**src/rtl/reg_dump_sequencer.sv**
```systemverilog
// rtl/reg_dump_sequencer.sv - steps the CPU register observation select and streams captured words
//
// On a start pulse, walks reg_obs_sel from FIRST_REG to LAST_REG. For each index it
// waits SETTLE_CYCLES edges, captures reg_obs_data, and offers the word on a
// valid/ready stream tagged with the index.
//
// Optional feature macro: REG_DUMP_CHECKSUM_EN adds a running XOR of captured words.
//
// Ports:
//   clk, rst_n        clock, asynchronous active-low reset
//   start             begin a dump (sampled only when idle)
//   reg_obs_data      observation data returned by the CPU
//   reg_obs_sel       observation select driven to the CPU
//   out_valid/ready   output stream handshake
//   out_idx/out_data  register index and captured value
//   busy              dump in progress
//   done              one-cycle pulse after the last word is accepted
//   checksum          XOR of this dump's words (REG_DUMP_CHECKSUM_EN only)
module reg_dump_sequencer #(
   parameter int FIRST_REG     = 0,
   parameter int LAST_REG      = 31,
   parameter int SETTLE_CYCLES = 1
) (
   input  logic        clk,
   input  logic        rst_n,
   input  logic        start,
   input  logic [31:0] reg_obs_data,
   output logic [4:0]  reg_obs_sel,
   output logic        out_valid,
   input  logic        out_ready,
   output logic [4:0]  out_idx,
   output logic [31:0] out_data,
   output logic        busy,
   output logic        done
`ifdef REG_DUMP_CHECKSUM_EN
   ,
   output logic [31:0] checksum
`endif
);

   // Counter only has to hold SETTLE_CYCLES-1.
   localparam int CW = (SETTLE_CYCLES > 1) ? $clog2(SETTLE_CYCLES) : 1;
   localparam logic [CW-1:0] CNT_LOAD  = CW'(SETTLE_CYCLES - 1);
   localparam logic [4:0]    FIRST_IDX = 5'(FIRST_REG);
   localparam logic [4:0]    LAST_IDX  = 5'(LAST_REG);

   typedef enum logic [1:0] {
      IDLE   = 2'd0,
      SETTLE = 2'd1,
      EMIT   = 2'd2
   } state_t;

   state_t        state;
   logic [CW-1:0] settle_cnt;

   always_ff @(posedge clk or negedge rst_n) begin
      if (!rst_n) begin
         state       <= IDLE;
         settle_cnt  <= '0;
         reg_obs_sel <= '0;
         out_valid   <= 1'b0;
         out_idx     <= '0;
         out_data    <= '0;
         busy        <= 1'b0;
         done        <= 1'b0;
`ifdef REG_DUMP_CHECKSUM_EN
         checksum    <= '0;
`endif
      end else begin
         done <= 1'b0;
         case (state)
            IDLE: begin
               // Also reached during the done cycle, so a start held there
               // chains straight into the next dump.
               if (start) begin
                  reg_obs_sel <= FIRST_IDX;
                  settle_cnt  <= CNT_LOAD;
                  busy        <= 1'b1;
                  state       <= SETTLE;
`ifdef REG_DUMP_CHECKSUM_EN
                  checksum    <= '0;
`endif
               end
            end
            SETTLE: begin
               if (settle_cnt == '0) begin
                  out_data  <= reg_obs_data;
                  out_idx   <= reg_obs_sel;
                  out_valid <= 1'b1;
                  state     <= EMIT;
`ifdef REG_DUMP_CHECKSUM_EN
                  checksum  <= checksum ^ reg_obs_data;
`endif
               end else begin
                  settle_cnt <= settle_cnt - 1'b1;
               end
            end
            EMIT: begin
               if (out_valid && out_ready) begin
                  out_valid <= 1'b0;
                  // Terminate by comparison so LAST_REG=31 never wraps the select.
                  if (reg_obs_sel == LAST_IDX) begin
                     busy  <= 1'b0;
                     done  <= 1'b1;
                     state <= IDLE;
                  end else begin
                     reg_obs_sel <= reg_obs_sel + 5'd1;
                     settle_cnt  <= CNT_LOAD;
                     state       <= SETTLE;
                  end
               end
            end
            default: state <= IDLE;
         endcase
      end
   end

endmodule

```
**config.mk**
```make
export PLATFORM = sky130hd
export DESIGN_NAME = reg_dump_sequencer
export DESIGN_NICKNAME = d
export VERILOG_FILES = /design/src/rtl/reg_dump_sequencer.sv
export SDC_FILE = /design/constraint.sdc
export NUM_CORES = 1
export LEC_CHECK = 0
export ABC_AREA = 1
export CORE_MARGIN = 8
export CORE_UTILIZATION = 38
export CTS_CLUSTER_DIAMETER = 80
export DETAILED_ROUTE_END_ITERATION = 10
export GPL_TIMING_DRIVEN = 0
export PLACE_DENSITY_LB_ADDON = 0.08
export REMOVE_ABC_BUFFERS = 1
export SLEW_MARGIN = 20
export SYNTH_ARGS = -nofsm -noshare
export SYNTH_HDL_FRONTEND = slang
export SYNTH_SLANG_ARGS = --single-unit
```
**constraint.sdc**
```tcl
create_clock -name clk -period 1.6 [get_ports clk]
set_input_delay 0.48 -clock clk [delete_from_list [all_inputs] [get_ports clk]]
set_output_delay 0.48 -clock clk [all_outputs]
set_load 0.005 [all_outputs]
```
Word-level counts from Yosys, hierarchy flattened
Index checks and enable logic that the tools add are counted.
W data, S select, Z words.

operators by class
  bitwise logic cells = 1
  reduce and logical (&&, ||, !) cells = 11
  equal/unequal tests = 8
  multiplexer cells = 24
  $add $sub $neg = 2

operator list
  operator               count
  $mux W5                3
  $mux W1                13
  $reduce_and A4 Y1      3
  $ne A2 B2 Y1 const B   5
  $pmux W5 S2            1
  $mux W2                3
  $pmux W2 S3            1
  $reduce_and A3 Y1      2
  $add A5 B1 Y5 const B  1
  $eq A5 B5 Y1 const B   1
  $pmux W1 S2            2
  $reduce_bool A2 Y1     2
  $pmux W1 S3            1
  $reduce_bool A3 Y1     1
  $eq A2 B1 Y1 const B   1
  $eq A2 B2 Y1 const B   1
  $logic_not A2 Y1       1
  $reduce_and A2 Y1      1
  $logic_and A1 B1 Y1    1
  $not A1 Y1             1
  $sub A1 B1 Y1 const B  1

word-level totals
  register bits = 48

Depth between registers and ports, before layout
  depth in word-level cells = 4
  mapped depth = 9
  depth with buffers taken out = 8

Worst setup path before layout
Ideal clock, no wire load.

  kind = register -> register
  start = register reg_obs_sel[0]
  end = register reg_obs_sel[2]
  stages on the path, launching flop included = 10
  library setup time = 0.126 ns
  clock period less this slack = 1.544 ns
  path buffers = 1
  setup slack = 0.056 ns
  required time = 1.474 ns
  data arrival time = 1.418 ns
  path through = dfrtp_1 > ha_1 > nand2_1 > nor2_1 > ha_1 > a21oi_1 > nand3_1 > buf_6 > nand2_1 > o21ai_0

between the ends
  word-level cells in the longest chain between the ends = 4
  elaborated cells on any way between the ends = 7

RTL lines
  item                    RTL line  source
  from (decl)             28        output logic [4:0] reg_obs_sel,
  from (signal assigned)  107       reg_obs_sel <= reg_obs_sel + 5'd1;
  $add A5 B1 Y5           107
  $mux W5                 102       if (reg_obs_sel == LAST_IDX) begin
  $mux W5                 99        if (out_valid && out_ready) begin
  $pmux W5 S2             71        case (state)

Several ways; a longest one is shown, not always the timed one. The select of a mux whose other input is x is not followed.
A chain may end at the register's enable or synchronous reset.

Worst setup path after layout
  start = register reg_obs_sel[0]
  end = register reg_obs_sel[0]

The elaborated chain is that of the path after synthesis.

==> summary.txt <==
Outcome
  – Status: finished, final reports clean

Yosys
  – Synthesized flop and latch total: 47
  – Top cell type's share of synthesized area: 58.9%
  – Syn Inst Count: between 100 and 150
  – Post-synth EDFFs: 0
  – Unique masters post-synth: 15
  – Main area contributors after synthesis: dfrtp_1, mux2_4, nand2_1, buf_6, mux2_2
  – Mapped cell area: 2000 µm²
  – Leading area contributor after synthesis: dfrtp_1
  – Asr flop ratio synth: 100%
  – Synth Warn #: 0
  – Synth cell count leaders: dfrtp_1, mux2_4, nand2_1, o21ai_0, nand3_1
  – Most numerous cell in the Yosys netlist: dfrtp_1
  – Sequential cell area fraction in the yosys report: 58.9%
  – Top_reg_cell synth: dfrtp_1
  – Syn Area/Cell: 14.5 µm²

Pwr
  – Worst vdd ir: approximately 1.5 mV
  – Power per cell area: between 1500 and 2000 nW/µm²
  – P_leak: around 1.5 nW

Global route
  – Initial antenna violation count: 0
  – Global-route wire length before repair: between 8000 and 9000 µm
  – Largest net degree at the start of global routing: 43
  – Overflow after GRT: 0
  – Vias in the first global route: 1600
  – All-Layer GR Usage: between 10% and 20%

CTS
  – Clk buf depth: 2
  – Hold_buf cts: 0
  – H-tree depth: 2
  – CTS Buf Count: 5
  – Worst-path clk slew: 0.08 ns
  – CTS tree: yes
  – Worst-Skew Late Latency: 0.29 ns
  – Clock Sinks: 47
  – Root Driver: clkbuf_8

Cells and area
  – Reg area: 1180 µm²
  – Util after Layout: about three fifths
  – # fillers: 446
  – Ratio of cells with drive above 1 in the final layout: 30.3%
  – Syn-to-layout area delta: 55.5%
  – Layout net count: 279
  – Area of the multi-input gates: 822 µm²
  – Finished Cell Area: 3100 µm²
  – ANT cells: 0

Floorplan
  – I/O pin count: a little over 80
  – Core area: 5070 µm²
  – Die Wd: slightly below 90 µm
  – Die H: 88.5 µm
  – Num rows: 26
  – Full die area: 7830 µm²
  – Initial Utilization: 39.3%

Drt
  – Drt first-iter violations: 45
  – Avg Vias per Cell: 4.67
  – Drt drc: 0
  – Antenna viol nets, final: 0
  – Routed WL: about 5200 µm
  – Vias post-DR: 1453
  – DR WL/cell: 16.8 µm
  – Drt pass-1 iters: 4

Critical path
  – Crit-path slowest cell: dfrtp_1
  – Worst Path Max Fanout: 6
  – CP required: 1.79 ns
  – Critical path data arrival time: 1.78 ns
  – R2R cell count: 8
  – CP Launch Type: flip-flop
  – Critical path class: flip-flop to flip-flop
  – Worst path cell trace: ha_2 -> nand2_2 -> nor2_4 -> ha_4 -> a21oi_4 -> nand3_4 -> nand2_1 -> o21ai_1
  – Largest stage delay on the critical path: 0.43 ns
  – R2R Setup Slk: between 0.01 and 0.015 ns
  – Critical path endpoint category: flip-flop

Place
  – Post-DP HPWL: 3530 µm
  – Placed cell area: 2840 µm²
  – RePlAce Congestion: 0.782
  – Port Buffers: 80

Timing
  – Worst-margin pin slew: 0.462 ns
  – Setup violators final: 0
  – Slew margin rel.: 69.2%
  – Final hold vios: 0
  – Fin crit share: 99.3%
  – Slew Limit Fails: 0
  – Fmax: 0.630 GHz
  – Setup Skew: around 0.0054 ns
  – Post-route minimum period: 1.59 ns

Worst hold path
  – Worst min path class: input port to async pin

Flow run
  – Max-cap viol count: 0
## logic make-up (layout without fill, tap and decap cells)
| family | Yosys count | after routing | synth area share, % |
|---|---|---|---|
| multiplexers | 35 | 35 | 25.4 |
| buffers and inverters | 10 | 112 | 3.76 |
| flip-flops | 47 | 47 | 58.9 |
| adder cells (fa/ha/maj) | 3 | 3 | 1.88 |
| AND/OR/NAND/NOR | 34 | 35 | 7.77 |
| AO/OA/AOI/OAI | 9 | 9 | 2.26 |
## path summary, 6_finish.rpt
path                                        to           start
max in group asynchronous         out_data[29]           rst_n
worst max-delay path            reg_obs_sel[0]  reg_obs_sel[0]
worst min-delay path                      busy           rst_n
worst min register to register      out_idx[0]      out_idx[0]
worst max register to register  reg_obs_sel[0]  reg_obs_sel[0]
min in group clk                    out_idx[0]      out_idx[0]
## repair_timing
item                       4_1_cts  5_1_grt
gates cloned                     1        0
resized for setup               51       14
setup endpoints to repair       51        6
buffers inserted                15        3
pin swaps                        2        7
## routing by layer
metal | global-route usage [%] | wire length [µm] | share of wire (%)
met1 | 15.9 | 2150 | 41
met2 | 22.7 | 2590 | 50
met3 | 5.11 | 420 | 8.1
met4 | 4.92 | 53 | 1.0
met5 | 0 | 0 | 0
## power by group
part | leakage [nW] | switching (W) | internal [W]
Clock | 0.0515 | 0.000378 | 0.000395
Combinational | 0.922 | 0.00102 | 0.00160
Sequential | 0.570 | 0.000303 | 0.00170
## flip-flops by register name (all words and copies together), names as in the netlist
register	count
busy	1
done	1
out_data	32
out_idx	5
out_valid	1
reg_obs_sel	5
state	2
## through the flow
| stage | setup WS, ns | TNS, ns | power [W] | instances | hold WS, ns |
|---|---|---|---|---|---|
| 3_5_place_dp | -0.194 | -0.980 | 0.00470 | 284 | 0.455 |
| 5_1_grt | -0.0408 | -0.159 | 0.00575 | 311 | 0.138 |
| 3_3_place_gp | -1.23 | -58.52 | 0.00461 | 283 | 0.469 |
| 2_1_floorplan | 0.0150 | 0 | 0.00333 | 133 | 0.184 |
| 6_report | 0.0119 | 0 | 0.00540 | 311 | 0.128 |
| 4_1_cts | 0.0185 | 0 | 0.00537 | 308 | 0.131 |
## final cells by class
cell class | count | area share (%)
multi-input combinational | 82 | 26.5
tap | 70 | 2.82
inverter | 5 | 0.605
sequential | 47 | 37.9
timing repair buffer | 99 | 29.0
clock buffer | 8 | 3.22
## layout by cell type (no fill, tap or decap), types with 2 or more instances in the layout
cell type,Yosys,routed
mux2_4,30,30
dfrtp_1,47,47
inv_1,5,5
mux2_2,5,5
nand2_2,0,2
buf_4,0,17
nor2_1,4,3
nor2_4,1,2
clkbuf_8,0,7
o21ai_1,0,4
nand3_4,0,2
o21ai_0,8,4
clkdlybuf4s50_1,0,34
nand2_1,20,18
dlygate4sd2_1,0,44
nand3_1,6,5
## critical path: cells and delay by family, from the launching register on
family	cells	cell delay, ns
compound gates	2	0.28
fa+ha+maj	2	0.38
flops	1	0.43
simple gates	4	0.39
Power figures use the tool's default switching activity.
==> variant 1: new RTL, same flow settings <==
Make the reset (`rst_n`) synchronous in one clocked block. Comments in the files are not updated.
--- a/src/rtl/reg_dump_sequencer.sv
+++ b/src/rtl/reg_dump_sequencer.sv
@@ -55,3 +55,3 @@
 
-   always_ff @(posedge clk or negedge rst_n) begin
+   always_ff @(posedge clk) begin
       if (!rst_n) begin
Behaviour: differs if rst_n is asserted again (counterexample within 4 cycles, from zero or initial values and one cycle with rst_n low); with rst_n held inactive, the same outputs for 10 cycles.
==> variant 1 against the unedited design <==
Via count rose by 19%; worst hold slack improved by 0.33 ns; worst setup slack improved by 0.067 ns; cell area fell by 13%; core utilization fell by 3.2 points; routed wire length fell by 6.7%; global-route usage barely moved; non-clock buffer count fell by 13; sequential cell count did not move; cell count rose by 18%; area after synthesis fell by 9.1%; critical path type is now reg -> out.
Power is not compared: it rests on default switching activity, and its combinational part moved more than twofold at a synthesized area within 25%.
==> variant 1: results (changes against the unedited design) <==
* DR vias at 1728 (was 1453)
* Top flop regs: out_data (32), out_idx (5), reg_obs_sel (5) (unchanged)
* CTS max path bufs at 2 (unchanged)
* Final Util at 0.580 (was 0.612)
* CP Data Arrival Time at 1.04 ns (was 1.78 ns)
* Cts hold-fix bufs at 0 (unchanged)
* Worst Clk Skew at 0.00613 ns (was 0.00537 ns)
* Top post-synthesis cells by count: 81 x nor2_1, 47 x dfxtp_1, 35 x o21ai_0, 14 x nand2_1 (was 47 x dfrtp_1, 30 x mux2_4, 20 x nand2_1, 8 x o21ai_0, 6 x nand3_1)
* Clk Latency, worst-skew pair at 0.29 ns (about the same)
* FILL cells at 473 (was 446)
* Peak VDD IR at between 800 and 900 uV
* Layout cell share with drive strength beyond 1 at 0.109 (was 0.303)
* Placed Cells at 352 (was 284)
* LEAKAGE at around 0.0013 uW
* H-Tree Depth at 2 (unchanged)
* Drt pass-1 iters at 4 (unchanged)
* RePlAce Congestion at 0.770 (was 0.782)
* Wire per inst at 13.3 um (was 16.8 um)
* Max-Cap Viols at 0 (unchanged)
* Synth unique cells at 25 (was 15)
* CTS buffer count at 5 (unchanged)
* First-pass GRT wire length at 8.09 mm (was 8.20 mm)
* Initial antenna violation count at 0 (unchanged)
* Worst Hold End: busy$_SDFFE_PN0P_
* Worst Hold Class: reg -> reg (was in -> async)
* Slew @ Worst Pin at 0.641 ns (was 0.462 ns)
* Hold path cells at 2
* FF-to-FF Start: reg_obs_sel[0]$_SDFFE_PN0P_ (was reg_obs_sel[0]$_DFFE_PN0P_)
* Reg2Reg Setup Slack at 0.09 ns (was 0.01 ns)
* Sequential area share after synthesis at 0.519 (was 0.589)
* Clock Pin Slew Worst Setup and Hold Paths at 0.08 ns (about the same)
* Grt ovf at 0 (unchanged)
* GRT Total Usage at 0.138 (about the same)
* Reg-to-reg endpoint: reg_obs_sel[2]$_SDFFE_PN0P_ (was reg_obs_sel[0]$_DFFE_PN0P_)
* Largest net degree at the start of global routing at 43 (unchanged)
* Via/cell ratio at 4.72 (was 4.67)
* Post-synthesis instance total at 229 (was 138)
* CTS root buf: clkbuf_8 (unchanged)
* DRC violations left at 0 (unchanged)
* R2R cell count at 9 (was 8)
* Max FO, Critical Path at 3 (was 6)
* 1st-iter DRT viols at 91 (was 45)
* Number of synthesized flops with an enable pin at 0 (unchanged)
* Async set or reset register ratio after synthesis at 0 (was 1.00)
* PortBufs at 80 (unchanged)
* Worst slack, placed at -0.0637 ns (was -0.194 ns)
* Diodes inserted at 0 (unchanged)
* Synth top area cells: dfxtp_1 52%, nor2_1 17%, o21ai_0 9.7% (was dfrtp_1 59%, mux2_4 23%, nand2_1 3.8%)
* Ys Warns at 0 (unchanged)
* Hold Crit Start: busy$_SDFFE_PN0P_
* Status: complete, no violations (unchanged)
variant 1: cell types whose count changed in the layout (fill, tap and decap cells not counted), sizes merged, moves of 6 or more:
| cell | before | now |
|---|---|---|
| a21oi | 1 | 10 |
| mux2 | 35 | 0 |
| dfrtp | 47 | 0 |
| nor2 | 5 | 84 |
| buf | 20 | 7 |
| inv | 5 | 11 |
| o21ai | 8 | 38 |
| dfxtp | 0 | 47 |
variant 1: per-stage QoR:
step	hold slack (ns)	TNS (ns)	cell area, um2
final	0.458	0	2700
after detailed placement	0.453	-0.381	2600
after global placement	0.453	-32.67	2600
after global routing	0.503	-0.0334	2700
after floorplan	0.456	0	1740
after CTS	0.462	0	2660
variant 1: worst max-delay path by stage:
stage / from / depth (start not counted) / slack [ns] / end
2_1_floorplan: reg_obs_sel[0]$_SDFFE_PN0P_ / 8 / 0.13 / reg_obs_sel[3]$_SDFFE_PN0P_
3_3_place_gp: rst_n / 3 / -1.03 / done$_SDFF_PN0_
3_5_place_dp: out_ready / 7 / -0.06 / reg_obs_sel[2]$_SDFFE_PN0P_
4_1_cts: done$_SDFF_PN0_ / 1 / 0.004 / done
5_1_grt: reg_obs_sel[1]$_SDFFE_PN0P_ / 9 / -0.03 / reg_obs_sel[2]$_SDFFE_PN0P_
6_report: reg_obs_sel[0]$_SDFFE_PN0P_ / 2 / 0.08 / reg_obs_sel[0]
variant 1: cell families (layout without fill, tap and decap cells):
group                      count (synthesis)  in the layout  synth area share
DFF                                       47             47             0.519
AOI/OAI and AO/OA                         48             48             0.139
adders and majority gates                  2              2            0.0138
buffers and inverters                     22            105            0.0676
and+or+nand+nor                          110            110             0.261
variant 1: area by class of cell:
| cell class | instances | share of cell area |
|---|---|---|
| clock inverter | 1 | 0.00185 |
| multi-input combinational | 160 | 0.281 |
| tap | 54 | 0.0250 |
| inverter | 11 | 0.0181 |
| clock buffer | 7 | 0.0282 |
| timing repair buffer | 86 | 0.292 |
| sequential | 47 | 0.355 |
variant 1: per-layer routing:
metal,up-vias,part of all wire,global-route usage
li1,900,-,-
met1,781,0.42,0.143
met2,40,0.50,0.251
met3,7,0.061,0.0502
met4,0,0.014,0.0405
met5,-,0,0
variant 1: what timing repair did:
item | in CTS | in global routing
pin swaps | 1 | 6
setup endpoints to repair | 59 | 44
setup buffers | 2 | 4
cloned | 0 | 0
gates resized for setup | 55 | 6
variant 1: worst max-delay path: stages (launching register included):
cell and delay (ns):
dfxtp_4 0.36, buf_4 0.14, dlygate4sd2_1 0.26
variant 1: power by group:
part / switching [uW] / total [uW] / internal, uW
logic: 383 / 747 / 363
registers: 85.6 / 1410 / 1330
clock network: 365 / 672 / 307
==> variant 2: new RTL, same settings <==
Made on the original files. `FIRST_REG`: 0 -> 1.
--- a/src/rtl/reg_dump_sequencer.sv
+++ b/src/rtl/reg_dump_sequencer.sv
@@ -19,3 +19,3 @@
 module reg_dump_sequencer #(
-   parameter int FIRST_REG     = 0,
+   parameter int FIRST_REG     = 1,
    parameter int LAST_REG      = 31,
Behaviour: not the same (Yosys sat finds a counterexample within 4 cycles, from zero or initial values and one cycle with rst_n low).
==> variant 2 against the unedited design <==
Cell area down 4.2%; worst setup slack better by 0.026 ns; routed wire length down 6.7%; power down 4.5%; area after synthesis down 4.9%; fmax up 1.7%; sequential cell count unchanged.
==> variant 2: results (changes against the unedited design) <==
* Status: complete, no violations (unchanged)
* GRT Total Usage at 0.127 (was 0.138)
* FF-to-FF Start: reg_obs_sel[1]$_DFFE_PN0P_ (was reg_obs_sel[0]$_DFFE_PN0P_)
* DP HPWL at 3.39 mm (was 3.53 mm)
* Post-CTS setup buffer count at 8 (was 15)
* Post-Route M1 WL at 1.75 mm (was 2.15 mm)
* Via/cell ratio at 4.73 (was 4.67)
* Synth top area cells: dfrtp_1 62%, mux2_2 20%, nand2_1 3.8% (was dfrtp_1 59%, mux2_4 23%, nand2_1 3.8%)
* FILL cells at 401 (was 446)
* Sequential area share after synthesis at 0.620 (was 0.589)
* Slew @ Worst Pin at 0.580 ns (was 0.462 ns)
* RePlAce Congestion at 0.759 (was 0.782)
* Synth unique cells at 17 (was 15)
* Clk pwr share at 0.138 (was 0.143)
* CP Data Arrival Time at 1.74 ns (was 1.78 ns)
* GR Util met2 at 0.214 (was 0.227)
* 1st-iter DRT viols at 42 (was 45)
* Wire length on met2 at 2.49 mm (was 2.59 mm)
* Worst slack, placed at -0.213 ns (was -0.194 ns)
* Met3 wire len at 513 um (was 420 um)
* DR vias at 1428 (was 1453)
* R2R cell count at 8 (unchanged)
* Type of origin of the critical path: flip-flop (unchanged)
* Placed Cells at 281 (was 284)
* Worst hold margin at 0.176 ns (was 0.128 ns)
* Sw Share at 0.328 (was 0.315)
* Reg2Reg Setup Slack at 0.04 ns (was 0.01 ns)
* CTS root buf: clkbuf_8 (unchanged)
* Ys Warns at 0 (unchanged)
* Slack of the critical path at 0.0384 ns (was 0.0119 ns)
* Met1 Use GR at 0.122 (was 0.159)
* Seq pwr share at 0.395 (was 0.371)
* Final wirelength at 4.86 mm (was 5.21 mm)
* Sequential power at 2040 uW (was 2000 uW)
* Final nets at 274 (was 279)
* First-pass GRT wire length at 7.38 mm (was 8.20 mm)
* Reg area at 1180 um2 (about the same)
* Number of global-route vias before repair at 1537 (was 1600)
* Dpl cell area at 2740 um2 (was 2840 um2)
* Peak VDD IR at 848 uV (was 1470 uV)
* LEAKAGE at 0.00140 uW (was 0.00154 uW)
-- variant 2: changes by cell type in the layout (fill, tap and decap cells not counted), sizes merged --
cell         change
clkbuf           -1
buf              -5
nand2            -1
clkinv           +1
dlygate4sd2      -1
nor3             +1
-- variant 2: worst max-delay path: stages, from the launching register on --
cell     delay (ns)
dfrtp_2        0.44
ha_4           0.18
nand2_4        0.07
nor2_4         0.04
ha_4           0.17
a21oi_4        0.22
nand3_4        0.15
nand2_2        0.10
o21ai_0        0.07
-- variant 2: area by class of cell --
| class | instances | area share |
|---|---|---|
| repair buffers | 94 | 0.290 |
| flip-flops and latches | 47 | 0.396 |
| inverters | 5 | 0.00631 |
| clock inverters | 1 | 0.00168 |
| clock buffers | 6 | 0.0278 |
| well taps | 67 | 0.0282 |
| multi-input cells | 82 | 0.250 |
-- variant 2: cells by family after synthesis --
| family | synth area share |
|---|---|
| flops | 0.620 |
| mux | 0.212 |
| simple gates | 0.0824 |
| buf+inv | 0.0428 |
| compound gates | 0.0237 |
| fa+ha+maj | 0.0198 |
